`src/rtl/hazard_ctrl_pkg.sv`:
```
// Shared encodings for the pipeline hazard controller: FSM states, forwarding
// selects, load write-back encoding and the forwarding compare helper.
package hazard_ctrl_pkg;

    typedef enum logic [1:0] {
        RUN      = 2'd0,
        MEM_WAIT = 2'd1,
        ERROR    = 2'd2
    } hz_state_e;

    localparam logic [1:0] FWD_RF  = 2'b00;
    localparam logic [1:0] FWD_MEM = 2'b10;
    localparam logic [1:0] FWD_WB  = 2'b01;

    localparam logic [1:0] LOAD_SEL_ENC = 2'b01;

    // The newest producer (MEM) wins over WB; x0 is never forwarded.
    function automatic logic [1:0] fwd_pick(
        input logic [4:0] rs,
        input logic       we_mem,
        input logic [4:0] rd_mem,
        input logic       we_wb,
        input logic [4:0] rd_wb
    );
        logic [1:0] sel;
        if (we_mem && (rd_mem != 5'd0) && (rd_mem == rs)) begin
            sel = FWD_MEM;
        end else if (we_wb && (rd_wb != 5'd0) && (rd_wb == rs)) begin
            sel = FWD_WB;
        end else begin
            sel = FWD_RF;
        end
        return sel;
    endfunction

endpackage

```
`src/rtl/hazard_ctrl_fwd_unit.sv`:
```
// Combinational EX-stage operand forwarding selects for both ALU sources.
module fwd_unit
    import hazard_ctrl_pkg::*;
(
    input  logic [4:0] Rs1_addr_EX,
    input  logic [4:0] Rs2_addr_EX,
    input  logic [4:0] Rd_addr_MEM,
    input  logic       RegWrite_MEM,
    input  logic [4:0] Rd_addr_WB,
    input  logic       RegWrite_WB,
    output logic [1:0] fwdA_EX,
    output logic [1:0] fwdB_EX
);

    // Independent compare for each source operand.
    always_comb begin
        fwdA_EX = fwd_pick(Rs1_addr_EX, RegWrite_MEM, Rd_addr_MEM, RegWrite_WB, Rd_addr_WB);
        fwdB_EX = fwd_pick(Rs2_addr_EX, RegWrite_MEM, Rd_addr_MEM, RegWrite_WB, Rd_addr_WB);
    end

endmodule

```
`src/rtl/hazard_ctrl.sv`:
```
// Hazard controller for the 5-stage RV32 pipeline: stage enables, flush/bubble,
// memory-wait freeze with timeout FSM, and saturating hazard counters.
module hazard_ctrl
    import hazard_ctrl_pkg::*;
#(
    parameter int         TIMEOUT  = 64,
    parameter int         CW       = 32,
    parameter logic [1:0] LOAD_SEL = LOAD_SEL_ENC
)(
    input  logic          clk_IDEX,
    input  logic          rst_IDEX,
    input  logic [4:0]    Rs1_addr_ID,
    input  logic [4:0]    Rs2_addr_ID,
    input  logic          Rs1_used_ID,
    input  logic          Rs2_used_ID,
    input  logic [4:0]    Rs1_addr_EX,
    input  logic [4:0]    Rs2_addr_EX,
    input  logic [4:0]    Rd_addr_EX,
    input  logic          RegWrite_EX,
    input  logic [1:0]    MemtoReg_EX,
    input  logic          Branch_taken_EX,
    input  logic [4:0]    Rd_addr_MEM,
    input  logic          RegWrite_MEM,
    input  logic [4:0]    Rd_addr_WB,
    input  logic          RegWrite_WB,
    input  logic          mem_req_MEM,
    input  logic          mem_ready,
    input  logic          clr_cnt,
    output logic          en_PC,
    output logic          en_IFID,
    output logic          en_IDEX,
    output logic          en_EXMEM,
    output logic          en_MEMWB,
    output logic          flush_IFID,
    output logic          bubble_IDEX,
    output logic [1:0]    fwdA_EX,
    output logic [1:0]    fwdB_EX,
    output logic          mem_timeout,
    output logic [CW-1:0] stall_cnt,
    output logic [CW-1:0] flush_cnt,
    output logic [CW-1:0] freeze_cnt
);

    localparam int            WW        = $clog2(TIMEOUT + 1);
    localparam logic [WW-1:0] WAIT_LAST = WW'(TIMEOUT - 1);
    localparam logic [CW-1:0] CNT_MAX   = {CW{1'b1}};

    hz_state_e     state_r, state_s;
    logic [WW-1:0] wait_cnt_r, wait_cnt_s;
    logic          mem_timeout_r, mem_timeout_s;
    logic [CW-1:0] stall_cnt_r, flush_cnt_r, freeze_cnt_r;
    logic          freeze_s, lu_s, stall_ev_s, flush_ev_s;

    function automatic logic [CW-1:0] sat_inc(input logic [CW-1:0] v);
        return (v == CNT_MAX) ? v : v + CW'(1);
    endfunction

    fwd_unit u_fwd (
        .Rs1_addr_EX  (Rs1_addr_EX),
        .Rs2_addr_EX  (Rs2_addr_EX),
        .Rd_addr_MEM  (Rd_addr_MEM),
        .RegWrite_MEM (RegWrite_MEM),
        .Rd_addr_WB   (Rd_addr_WB),
        .RegWrite_WB  (RegWrite_WB),
        .fwdA_EX      (fwdA_EX),
        .fwdB_EX      (fwdB_EX)
    );

    // Hazard detection terms.
    always_comb begin
        freeze_s = (mem_req_MEM & ~mem_ready) | (state_r == ERROR);
        lu_s     = RegWrite_EX & (MemtoReg_EX == LOAD_SEL) & (Rd_addr_EX != 5'd0) &
                   ((Rs1_used_ID & (Rs1_addr_ID == Rd_addr_EX)) |
                    (Rs2_used_ID & (Rs2_addr_ID == Rd_addr_EX)));
    end

    // Priority freeze > branch > load-use > normal; losers are deferred because inputs hold.
    always_comb begin
        en_PC       = 1'b1;
        en_IFID     = 1'b1;
        en_IDEX     = 1'b1;
        en_EXMEM    = 1'b1;
        en_MEMWB    = 1'b1;
        flush_IFID  = 1'b0;
        bubble_IDEX = 1'b0;
        stall_ev_s  = 1'b0;
        flush_ev_s  = 1'b0;
        if (freeze_s) begin
            en_PC    = 1'b0;
            en_IFID  = 1'b0;
            en_IDEX  = 1'b0;
            en_EXMEM = 1'b0;
            en_MEMWB = 1'b0;
        end else if (Branch_taken_EX) begin
            flush_IFID  = 1'b1;
            bubble_IDEX = 1'b1;
            flush_ev_s  = 1'b1;
        end else if (lu_s) begin
            en_PC       = 1'b0;
            en_IFID     = 1'b0;
            bubble_IDEX = 1'b1;
            stall_ev_s  = 1'b1;
        end else begin
            flush_IFID  = 1'b0;
        end
    end

    // Memory-wait FSM next state; a ready on the limit cycle wins over the timeout.
    always_comb begin
        state_s       = state_r;
        wait_cnt_s    = wait_cnt_r;
        mem_timeout_s = mem_timeout_r;
        case (state_r)
            RUN: begin
                if (mem_req_MEM && !mem_ready) begin
                    state_s    = MEM_WAIT;
                    wait_cnt_s = WW'(1);
                end else begin
                    wait_cnt_s = '0;
                end
            end
            MEM_WAIT: begin
                if (mem_ready) begin
                    state_s    = RUN;
                    wait_cnt_s = '0;
                end else if (wait_cnt_r == WAIT_LAST) begin
                    state_s       = ERROR;
                    mem_timeout_s = 1'b1;
                end else begin
                    wait_cnt_s = wait_cnt_r + WW'(1);
                end
            end
            ERROR: begin
                state_s = ERROR;
            end
            default: begin
                state_s    = RUN;
                wait_cnt_s = '0;
            end
        endcase
    end

    // FSM state, wait counter and sticky timeout flag.
    always_ff @(posedge clk_IDEX or posedge rst_IDEX) begin
        if (rst_IDEX) begin
            state_r       <= RUN;
            wait_cnt_r    <= '0;
            mem_timeout_r <= 1'b0;
        end else begin
            state_r       <= state_s;
            wait_cnt_r    <= wait_cnt_s;
            mem_timeout_r <= mem_timeout_s;
        end
    end

    // Saturating performance counters; clr_cnt beats any increment.
    always_ff @(posedge clk_IDEX or posedge rst_IDEX) begin
        if (rst_IDEX) begin
            stall_cnt_r  <= '0;
            flush_cnt_r  <= '0;
            freeze_cnt_r <= '0;
        end else if (clr_cnt) begin
            stall_cnt_r  <= '0;
            flush_cnt_r  <= '0;
            freeze_cnt_r <= '0;
        end else begin
            if (stall_ev_s) stall_cnt_r  <= sat_inc(stall_cnt_r);
            if (flush_ev_s) flush_cnt_r  <= sat_inc(flush_cnt_r);
            if (freeze_s)   freeze_cnt_r <= sat_inc(freeze_cnt_r);
        end
    end

    assign mem_timeout = mem_timeout_r;
    assign stall_cnt   = stall_cnt_r;
    assign flush_cnt   = flush_cnt_r;
    assign freeze_cnt  = freeze_cnt_r;

endmodule

```
`config.mk`:
```
export PLATFORM = sky130hd
export DESIGN_NAME = hazard_ctrl
export DESIGN_NICKNAME = d
export VERILOG_FILES = /design/src/rtl/hazard_ctrl_pkg.sv /design/src/rtl/hazard_ctrl_fwd_unit.sv /design/src/rtl/hazard_ctrl.sv
export SDC_FILE = /design/constraint.sdc
export NUM_CORES = 1
export LEC_CHECK = 0
export ABC_AREA = 1
export CORE_MARGIN = 2
export CORE_UTILIZATION = 45
export CTS_CLUSTER_SIZE = 40
export DETAILED_ROUTE_END_ITERATION = 10
export PLACE_DENSITY = 0.76
export SLEW_MARGIN = 5
export SYNTH_ARGS = -nofsm -noshare
export SYNTH_HDL_FRONTEND = slang
export SYNTH_SLANG_ARGS = --single-unit
```
`constraint.sdc`:
```
create_clock -name clk_IDEX -period 8.7 [get_ports clk_IDEX]
set_input_delay 1.74 -clock clk_IDEX [delete_from_list [all_inputs] [get_ports clk_IDEX]]
set_output_delay 1.74 -clock clk_IDEX [all_outputs]
set_load 0.01 [all_outputs]
```
Word-level counts from Yosys, hierarchy flattened
Index checks and enable logic that the tools add are counted.
{"block": "totals", "register_bits": 106, "output_inout_bits": 108, "wordCells": 92}
{"block": "op_classes", "add_sub_neg": 4, "n_eq_ne": 19, "mux": 32, "bitwise": 10, "n_reduce_logical": 21}
{"operator": "two-way mux 32 bit", "count": 9}
{"operator": "adder 32 x 1 -> 32 bit (second input constant)", "count": 3}
{"operator": "equality test 32 bit (second input constant)", "count": 3}
{"operator": "equality test 5 bit", "count": 6}
{"operator": "case mux 7 bit (3 select lines)", "count": 1}
{"operator": "nonzero test 5 bit", "count": 3}
{"operator": "two-way mux 1 bit", "count": 14}
{"operator": "two-way mux 7 bit", "count": 2}
{"operator": "two-way mux 2 bit", "count": 5}
{"operator": "AND reduction 2 bit", "count": 5}
{"operator": "!= test 2 bit (second input constant)", "count": 4}
{"operator": "adder 7 x 1 -> 7 bit (second input constant)", "count": 1}
{"operator": "equality test 7 x 6 -> 1 bit (second input constant)", "count": 1}
{"operator": "logical AND 1 bit", "count": 7}
{"operator": "bitwise AND 1 bit", "count": 6}
{"operator": "!= test 3 bit (second input constant)", "count": 2}
{"operator": "case mux 2 bit (3 select lines)", "count": 1}
{"operator": "nonzero test 2 bit", "count": 3}
{"operator": "equality test 2 x 1 -> 1 bit (second input constant)", "count": 2}
{"operator": "AND reduction 3 bit", "count": 1}
{"operator": "equality test 2 bit (second input constant)", "count": 1}
{"operator": "logical NOT 2 bit", "count": 1}
{"operator": "inverter 1 bit", "count": 2}
{"operator": "OR 1 bit", "count": 2}
{"operator": "logical NOT 1 bit", "count": 1}

Depth between registers and ports, before layout
{"block": "depth", "word_depth": 9, "mapped_depth": 12}

Hierarchy
From an unflattened synthesis, not the netlist that was laid out.
{"block": "unflattened", "hier_cells": 1206, "area_unflattened_um2": 7723.7}
{"mod": "hazard_ctrl", "n_inst": 1, "cells_each": 1125, "area_per_inst_um2": 7360.8, "seq_area_each_um2": 2652.5}
{"mod": "fwd_unit", "n_inst": 1, "cells_each": 81, "area_per_inst_um2": 362.8, "seq_area_each_um2": 0.0}

Worst setup path before layout
No wires, ideal clock.
{"block": "synth_timing", "path_kind": "input -> output", "from": "input port Rd_addr_MEM[0]", "to": "output port fwdA_EX[0]", "arrival_ns": 2.658, "required_time_ns": 6.960, "slack_ns": 4.302, "stages": 4, "path_buffers": 0, "cell_sequence": "or2_2 > o41ai_1 > nor3_1 > nor2_1"}
{"block": "synth_via", "elab_chain_cells": 4, "word_cells_on_any_way": 5, "classes_between": "eq/ne (1); mux (1); reduce/logical (3)"}
{"element": "start, declared", "line_no": "hazard_ctrl.sv:22", "text": "input logic [4:0] Rd_addr_MEM,"}
{"element": "nonzero test 5 bit", "line_no": "hazard_ctrl_pkg.sv:26", "text": "if (we_mem && (rd_mem != 5'd0) && (rd_mem == rs)) begin"}
{"element": "logical AND 1 bit", "line_no": "hazard_ctrl_pkg.sv:26"}
{"element": "logical AND 1 bit (*)", "line_no": "hazard_ctrl_pkg.sv:26"}
{"element": "two-way mux 2 bit (*)", "line_no": "hazard_ctrl_pkg.sv:26"}
{"element": "end, declared", "line_no": "hazard_ctrl.sv:36", "text": "output logic [1:0] fwdA_EX,"}
Mark *: on every way between the ends. The rest lies on a longest branch, timed or not.

Final worst setup path
{"block": "layout_timing", "from": "input port Rd_addr_MEM[0]", "to": "output port fwdB_EX[0]"}
{"block": "layout_via", "elab_chain_cells": 4, "word_cells_on_any_way": 5, "classes_between": "eq/ne (1); mux (1); reduce/logical (3)"}
{"element": "nonzero test 5 bit", "line_no": "hazard_ctrl_pkg.sv:26"}
{"element": "logical AND 1 bit", "line_no": "hazard_ctrl_pkg.sv:26"}
{"element": "logical AND 1 bit (*)", "line_no": "hazard_ctrl_pkg.sv:26"}
{"element": "two-way mux 2 bit (*)", "line_no": "hazard_ctrl_pkg.sv:26"}
{"element": "end, declared", "line_no": "hazard_ctrl.sv:37", "text": "output logic [1:0] fwdB_EX,"}
Marked as above.

==> flow_summary.ini <==
[run_status]
outcome = completed

[sta]
fin_worst_skew_ps = 10.7
max-slew-margin-rel = 0.261
hold_slack_ps = 462
fin_crit_ps = 5430
slew_viol_final = 0
rsz0062_at_grt = no
max_freq_mhz = 184
fin_tns_setup_ps = 0
worst_pin_slew_ps = 1110
setup_viol = 0
finalWorstSetupSlack_ps = 3270
finalHoldViolations = 0
period_share = 0.624

[placement]
io_buffers = 155
post-place-cells = 1494
gp_congestion = 0.942
place_area_sq_um = 9280
dpl.hpwl_microns = 16300
pre_cts_ws_ps = 3280

[logic_synthesis]
synth_adder_area_share = 0.00653
synthesis.area_sq_um = 7660
synthArstFlopShare = 1.00
synthSimpleGateAreaFrac = 0.422
synth.distinct_cells = 38
ys_warn_count = 0
syn_avg_cell_area_sq_um = 6.67
seq_area_frac_synth = 0.346
synthMuxAreaShare = 0
synthFlopType = dfrtp_1
syn_inst = 1150
ys_ff_latch = 106
synth_enable_flop_cells = 0
synth_top_family_by_area = simple AND/OR/NAND/NOR gates
synth_xor_area_frac = 0.0777
synth_compound_area_frac = 0.0682
syn-num-nets = 1202

[min_path]
hold_path.class = flip-flop to flip-flop
holdPathStages = 1

[clock_tree]
cts_tree = built
cts-root-buf = clkbuf_16
postCtsSetupRepairBufs = 0
path_clk_slew_ps = 70
cts_made_buffers = 9
cts-resized-gates = 0
cts_hold_buffers = 0
clkLatencyLatePin_ps = 360
h-tree-depth = 3
cts_sinks = 106
cts_buffer_depth = 2

[drt]
drt-pass1-iter-count = 5
wl_per_cell_microns = 14.4
wl_microns = 21700
first_iter_violations = 633
final_antenna_net_count = 0
drc = 0
vias_per_cell = 5.23
vias = 7891

[floorplanning]
core_area_sq_um = 16600
rows = 47
fp.dieW_microns = 135
die_area_sq_um = 18100
initial_core_util = 0.461
io_pins = 156
die_h_microns = 135

[grt]
grt_usage = 0.249
grt_max_degree = 65
grt_pass1_vias = 7246
grt_pass1_wl_microns = 36500
grt.overflow.total = 0
grt_antenna_before_repair = 0

[final_layout]
nets = 1337
fin_area_sq_um = 9570
num_antenna_cells = 0
drive_above_1_share = 0.0442
final_core_util = 0.575
stdcell_count = 1510
area.growth.synth_to_final_pct = 24.8

[setup_path]
crit_type = input pin to primary output
slowest_delay_ps = 540
crit_required_ps = 6960
worst-r2r-cell-count = 10
arrival_ps = 3690
crit_top_cell = clkdlybuf4s50_1
crit_fanout = 3
cp-start-kind = input pin
cpMaxStageDelayCell = clkdlybuf4s50_1
endpoint_kind = primary output
cp_cell_sequence = clkdlybuf4s50_1 -> or2_2 -> o41ai_1 -> nor3_1 -> nor2_1 -> clkdlybuf4s50_1

[power_and_ir_drop]
p_per_area_nw_per_um2 = 118
p_leak_nw = 3.96
vdd_drop_max_uv = 109
p_total_mw = 1.13

[job]
cap_violations = 0
sequential cells by signal, summed over array words and instances, names as in the netlist:
signal,cells
mem_timeout,1
flush_cnt,32
stall_cnt,32
wait_cnt_r,7
freeze_cnt,32
state_r,2
where the power goes:
part	internal [mW]	total [mW]	switching [mW]
clock network	0.211	0.405	0.195
registers	0.506	0.522	0.0163
logic	0.0770	0.203	0.126
total	0.794	1.13	0.337
critical path, delay by kind of cell:
kind	cells	cell delay (ps)
AOI/OAI and AO/OA	1	380
buffers and inverters	2	1010
and+or+nand+nor	3	550
cell usage in the layout, fill, tap and decap left out, types with 9 or more instances in the layout:
cell type / count
nor3_1: 35
inv_1: 94
nor2_1: 168
nand2_1: 372
clkbuf_16: 9
xor2_1: 42
clkdlybuf4s50_1: 154
dfrtp_1: 106
o21ai_1: 17
nand4_1: 18
xnor2_1: 26
o21ai_0: 31
nand3_1: 124
o31ai_1: 15
worst paths after layout:
| path | to | from | slack [ps] |
|---|---|---|---|
| max | fwdB_EX[0] | Rd_addr_MEM[0] | 3270 |
| min | mem_timeout | mem_timeout | 460 |
| max reg2reg | stall_cnt[30] | state_r[1] | 5950 |
| min reg2reg | mem_timeout | mem_timeout | 460 |
| max in group asynchronous | flush_cnt[7] | rst_IDEX | 5700 |
| min in group asynchronous | mem_timeout | rst_IDEX | 1780 |
logic make-up (layout without fill, tap and decap cells):
group	after synthesis	count (layout)
simple gates	753	753
fa+ha+maj	4	4
buf+inv	133	273
compound gates	86	86
flops	106	106
xor+xnor	68	68
cells in the mapped netlist, drive strengths merged (4+ instances only):
master,count,area (sq um)
nand2,380,1460
nor2,175,694
nand3,126,641
dfrtp,106,2650
inv,99,372
o21ai,53,284
xor2,42,368
nor3,39,215
xnor2,26,228
buf,25,201
nand4,19,134
o31ai,15,113
clkbuf,9,33.8
a21o,8,60.1
a21oi,5,25.0
nor3b,5,37.5
or2,5,31.3
ha,4,50.1
routing by layer:
layer	GRT usage	up-vias	wire, microns
met3	0.0375	28	1240
li1	-	3963	-
met5	0	-	0
met2	0.397	248	10100
met4	0.0725	0	349
met1	0.351	3652	10100
layout make-up:
type	count	area, sq um
clock buffer	11	253
clock inverter	5	36.3
fill	1589	7080
inverter	99	374
multi-input combinational	911	4410
sequential	106	2650
tap	220	275
timing repair buffer	158	1570
Power figures use the tool's default switching activity.
